`src/rtl/system_dispatcher.sv`:
```
// -----------------------------------------------------------------------------
// system_dispatcher
//
// Round-robin task dispatcher for periodic task channels. A system timer pulses
// trigger[i] once per period. The channel becomes pending and later receives a
// one-cycle start pulse when the arbiter grants it. The channel then counts as
// running until its done pulse. A channel that is triggered again while a period
// is already queued records a sticky overrun flag. Such an event also bumps a
// saturating overrun counter.
//
// Parameters
//   NUMBER        number of task channels (1..32)
//   COUNT_WIDTH   width of the saturating overrun event counter
//
// Ports
//   clock          single clock, all state changes on its rising edge
//   reset_n        asynchronous active-low reset
//   trigger        per-channel single-cycle period pulses
//   done           per-channel task-completion pulses
//   clear_overrun  synchronous clear of overrun flags and counter
//   start          registered one-hot-or-zero single-cycle start pulse
//   pending        registered: triggered but not yet started
//   running        registered: started and not yet done
//   overrun        registered sticky per-channel overrun flags
//   overrun_count  registered saturating count of cycles with any overrun
// -----------------------------------------------------------------------------
module system_dispatcher #(
    parameter int NUMBER      = 1,
    parameter int COUNT_WIDTH = 8
) (
    input  logic                   clock,
    input  logic                   reset_n,
    input  logic [NUMBER-1:0]      trigger,
    input  logic [NUMBER-1:0]      done,
    input  logic                   clear_overrun,
    output logic [NUMBER-1:0]      start,
    output logic [NUMBER-1:0]      pending,
    output logic [NUMBER-1:0]      running,
    output logic [NUMBER-1:0]      overrun,
    output logic [COUNT_WIDTH-1:0] overrun_count
);

    localparam int PTR_W = (NUMBER > 1) ? $clog2(NUMBER) : 1;

    logic [NUMBER-1:0]      start_reg,   start_next;
    logic [NUMBER-1:0]      pending_reg, pending_next;
    logic [NUMBER-1:0]      running_reg, running_next;
    logic [NUMBER-1:0]      overrun_reg, overrun_next;
    logic [COUNT_WIDTH-1:0] count_reg,   count_next;

    logic [NUMBER-1:0] eligible;
    logic [NUMBER-1:0] grant;
    logic [NUMBER-1:0] ovr_event;
    logic              any_event;

    // A channel may start only when a period is queued and no instance of it
    // is currently executing.
    assign eligible = pending_reg & ~running_reg;

    generate
        if (NUMBER == 1) begin : g_single
            // A single channel needs no pointer. Arbitration is just eligibility.
            assign grant = eligible;
        end else begin : g_rr
            logic [PTR_W-1:0]  ptr_reg, ptr_next;
            logic [PTR_W-1:0]  grant_idx;
            logic [NUMBER-1:0] ge_mask;
            logic [NUMBER-1:0] upper_elig;
            logic              any_grant;

            // Mask of channel indices at or above the round-robin pointer.
            for (genvar gi = 0; gi < NUMBER; gi++) begin : g_mask
                assign ge_mask[gi] = (PTR_W'(gi) >= ptr_reg);
            end

            // Search first from ptr upward. If nothing is eligible there, wrap
            // and take the lowest eligible index. The x & -x idiom keeps only
            // the lowest set bit, so the grant is one-hot.
            assign upper_elig = eligible & ge_mask;
            assign grant = (|upper_elig)
                         ? (upper_elig & (~upper_elig + NUMBER'(1)))
                         : (eligible   & (~eligible   + NUMBER'(1)));
            assign any_grant = |grant;

            always_comb begin
                grant_idx = '0;
                for (int k = 0; k < NUMBER; k++) begin
                    if (grant[k]) begin
                        grant_idx = PTR_W'(k);
                    end
                end
            end

            // The pointer moves one past the winner and stays put when idle.
            always_comb begin
                ptr_next = ptr_reg;
                if (any_grant) begin
                    if (grant_idx == PTR_W'(NUMBER - 1)) begin
                        ptr_next = '0;
                    end else begin
                        ptr_next = grant_idx + PTR_W'(1);
                    end
                end
            end

            always_ff @(posedge clock or negedge reset_n) begin
                if (!reset_n) begin
                    ptr_reg <= '0;
                end else begin
                    ptr_reg <= ptr_next;
                end
            end
        end
    endgenerate

    // Per-channel next-state logic.
    generate
        for (genvar gi = 0; gi < NUMBER; gi++) begin : g_chan
            // A re-trigger with a period already queued is lost, so it is an
            // overrun. The one exception is the edge where the queued period
            // is handed off by the grant.
            assign ovr_event[gi] = trigger[gi] & pending_reg[gi] & ~grant[gi];

            // On a grant, the queued period is consumed. A coincident trigger
            // immediately queues the next one.
            assign pending_next[gi] = grant[gi] ? trigger[gi]
                                                : (pending_reg[gi] | trigger[gi]);

            // A granted channel was not running, so done cannot collide with
            // the grant. done on an idle channel leaves it idle.
            assign running_next[gi] = grant[gi] | (running_reg[gi] & ~done[gi]);

            // A new event overrides a simultaneous clear.
            assign overrun_next[gi] = ovr_event[gi] | (overrun_reg[gi] & ~clear_overrun);

            assign start_next[gi] = grant[gi];
        end
    endgenerate

    assign any_event = |ovr_event;

    // The counter counts cycles that have at least one overrun, not individual
    // channel events. It saturates. A clear in the same cycle as an event
    // leaves the count at 1.
    always_comb begin
        count_next = clear_overrun ? '0 : count_reg;
        if (any_event) begin
            if (clear_overrun) begin
                count_next = COUNT_WIDTH'(1);
            end else if (count_reg != {COUNT_WIDTH{1'b1}}) begin
                count_next = count_reg + COUNT_WIDTH'(1);
            end
        end
    end

    always_ff @(posedge clock or negedge reset_n) begin
        if (!reset_n) begin
            start_reg   <= '0;
            pending_reg <= '0;
            running_reg <= '0;
            overrun_reg <= '0;
            count_reg   <= '0;
        end else begin
            start_reg   <= start_next;
            pending_reg <= pending_next;
            running_reg <= running_next;
            overrun_reg <= overrun_next;
            count_reg   <= count_next;
        end
    end

    assign start         = start_reg;
    assign pending       = pending_reg;
    assign running       = running_reg;
    assign overrun       = overrun_reg;
    assign overrun_count = count_reg;

endmodule

```
`config.mk`:
```
export PLATFORM = sky130hd
export DESIGN_NAME = system_dispatcher
export DESIGN_NICKNAME = d
export VERILOG_FILES = /design/src/rtl/system_dispatcher.sv
export SDC_FILE = /design/constraint.sdc
export NUM_CORES = 1
export LEC_CHECK = 0
export ABC_AREA = 1
export BUFFER_PORTS_ARGS = -buffer_cell sky130_fd_sc_hd__buf_2
export CAP_MARGIN = 10
export CORE_MARGIN = 4
export CORE_UTILIZATION = 45
export CTS_CLUSTER_SIZE = 25
export DETAILED_ROUTE_END_ITERATION = 8
export PLACE_DENSITY = 0.83
export RECOVER_POWER = 100
export REMOVE_ABC_BUFFERS = 1
export SLEW_MARGIN = 25
export SYNTH_ARGS = -nofsm -noshare
export SYNTH_HDL_FRONTEND = slang
export SYNTH_SLANG_ARGS = --single-unit
```
`constraint.sdc`:
```
create_clock -name clock -period 1.1 [get_ports clock]
set_input_delay 0.22 -clock clock [delete_from_list [all_inputs] [get_ports clock]]
set_output_delay 0.22 -clock clock [all_outputs]
set_load 0.01 [all_outputs]
```
==> flow_summary.toml <==
[run_status]
status = "finished, violations left"
violations = "setup timing"

[pwr]
p_seq_share_pct = 44.4
comb_power_share_pct = 23.5
p_sw_uw = 313
power.total_uw = 1110
clkPwrFrac_pct = 32.1
peakVddDrop_mv = 0.914
swShare_pct = 28.2
leakage_uw = 0.000508
p_per_area_nw_per_um2 = 1200
p_int_uw = 798

[clock_tree]
clockBufferDepth = 2
cts_tree = "done"
cts_sinks = 12
htree_levels = 1
clock_latency_ns = 0.28
clk_pin_slew_ns = 0.08
cts-root-buf = "clkbuf_4"
cts_buffers = 3

[sta]
maxSlewHeadroom_pct = 56.5
finalCriticalPeriod_ns = 1.22
worst_slew_pin_slew_ns = 0.653
finalClockSkew_ns = 0.00975
fmax_ghz = 0.817
slew_violations = 0
hold_violations = 0
period_share_pct = 111
rsz0062_at_grt = "true"
fin_ws_ns = -0.124
finalSetupViolCount = 13

[logic_synthesis]
avgSynthCellArea_um2 = 7.53
synth_cells = 92
synth.distinct_cells = 17
seq_area_frac_synth_pct = 43.3
ys_ff_latch = 12
yosysWarnings = 0
syn_area_um2 = 693

[grt]
grt_use_total_pct = 17.1
antenna_found_initial = 0
grt_pass1_vias = 632
grt_max_degree = 13
grt_remaining_overflow = 0
grt_pass1_wl_mm = 2.64

[floorplanning]
die-area_um2 = 2230
ios = 17
fp.dieW_um = 47.2
start_util_pct = 50.1
row_count = 13
die_h_um = 47.2
coreArea_um2 = 1380

[drt]
routedWlPerCell_um = 11.6
post-route-drc-count = 0
dr.pass1.iters = 4
routed_via_density = 4.92
postRouteAntennaNets = 0
vias = 664
drtIter0Drc = 10
wl_mm = 1.57

[min_path]
min_from = "done"
hold_end = "running"
hold_path.class = "in -> reg"
min_path_cells = 2

[cells_and_area]
layout.cells.non_filler = 135
largest_reg_flops = 8
fin_area_um2 = 925
final_util_pct = 66.9
n_antenna_cell = 0
finalNetCount = 127
area_growth_pct = 33.4
drive_above_1_share_pct = 34.2

[worst_setup_path]
reg2reg_from = "overrun_count[1]"
end_kind = "flop"
path_class = "reg -> reg"
rrSetupSlack_ns = -0.12
cp.arrival_ns = 1.40
worstRegToRegCells = 7
crit_path_start_kind = "flop"
worstPathMaxFanout = 4
timing.rr.end = "overrun_count[4]"
cp.required_ns = 1.28

[place]
post-place-ws_ns = -0.127
numPortBuffers = 16
gp_congestion = 0.835
place_inst = 127
placed_area_um2 = 822
hpwlAfterDp_mm = 1.10

[flow_run]
max_cap_viol_count = 0
## area by class of cell
cell class,count,area (um^2)
fillers,120,458
clock buffers,4,36.3
well taps,15,18.8
multi-input cells,66,360
repair buffers,24,154
flip-flops and latches,12,300
inverters,14,55.1
## metal layers
metal / wire (um) / GRT usage [%] / part of all wire [%] / vias to the layer above
met4: 25 / 8.29 / 1.6 / 0
met5: 0 / 0 / 0 / -
li1: - / - / - / 337
met2: 780 / 28.3 / 50 / 34
met3: 123 / 4.21 / 7.8 / 5
met1: 638 / 20.4 / 41 / 288
## critical path, cell delays in order (launching register included)
cell,delay [ns]
dfrtp_1,0.36
ha_2,0.19
nand2_2,0.08
nor2_4,0.17
xor2_1,0.16
nand2_1,0.07
nand2_1,0.06
nand2_1,0.05
## placed cells by master, fill, tap and decap left out, types with 2 or more instances in the layout
cell type / count
nand2_2: 3
buf_2: 9
buf_6: 3
nand3_1: 9
dfrtp_1: 12
buf_4: 5
nor2_4: 3
inv_2: 5
nor2_1: 11
clkbuf_4: 4
clkbuf_1: 4
nand3_2: 2
o21ai_1: 2
nand2_1: 28
inv_1: 8
## kinds of logic (layout without fill, tap and decap cells)
family                   after synthesis  in the layout  synth area share [%]
AND/OR/NAND/NOR                       60             60                  41.5
flip-flops                            12             12                  43.3
multiplexers                           1              1                  1.44
XOR/XNOR                               2              2                  2.53
adder cells (fa/ha/maj)                1              1                  1.80
buffers and inverters                 14             42                  7.94
AO/OA/AOI/OAI                          2              2                  1.44
## worst max-delay path by stage
stage                             to             start  cells past startpoint
floorplan           overrun_count[5]  overrun_count[0]                      8
global placement    overrun_count[5]  overrun_count[0]                      8
detailed placement  overrun_count[5]  overrun_count[0]                      8
CTS                 overrun_count[4]  overrun_count[0]                      7
global route        overrun_count[4]  overrun_count[0]                      7
finish              overrun_count[4]  overrun_count[1]                      7
## metrics by stage
stage	hold WS [ns]	TNS, ns
CTS	0.111	-0.570
detailed placement	0.118	-0.677
global placement	0.111	-0.433
global route	0.118	-1.84
floorplan	-0.0756	-0.746
finish	0.118	-0.616
## synth_stat cells
cell type  count  area share (%)
nand3_1       11             7.9
ha_1           1             1.8
inv_2          4             2.2
xor2_1         1             1.3
nand2_2        2             1.8
dfrtp_1       12              43
nand4_1        1            0.90
inv_4          1            0.90
nor2_1        11             6.0
mux2i_1        1             1.4
inv_1          9             4.9
nor2_8         1             2.9
o21ai_1        2             1.4
nand2_1       30              16
xnor2_1        1             1.3
nor2_2         1            0.90
nor2_4         3             4.9
## repair_timing
item / in CTS / in global routing
endpoints found under the hold margin: 12 / 0
hold buffers: 1 / 0
pin swaps: 1 / 3
resized for setup: 9 / 3
setup endpoints to repair: 13 / 16
buffers inserted: 1 / 2
## power groups by stage
stage | combinational [uW] | clock, uW | sequential (uW)
floorplan | 95.9 | 0 | 530
global placement | 221 | 0 | 502
detailed placement | 225 | 0 | 503
CTS | 267 | 367 | 496
global route | 291 | 384 | 501
finish | 261 | 357 | 494
No activity file was read; power rests on OpenSTA's default activity.
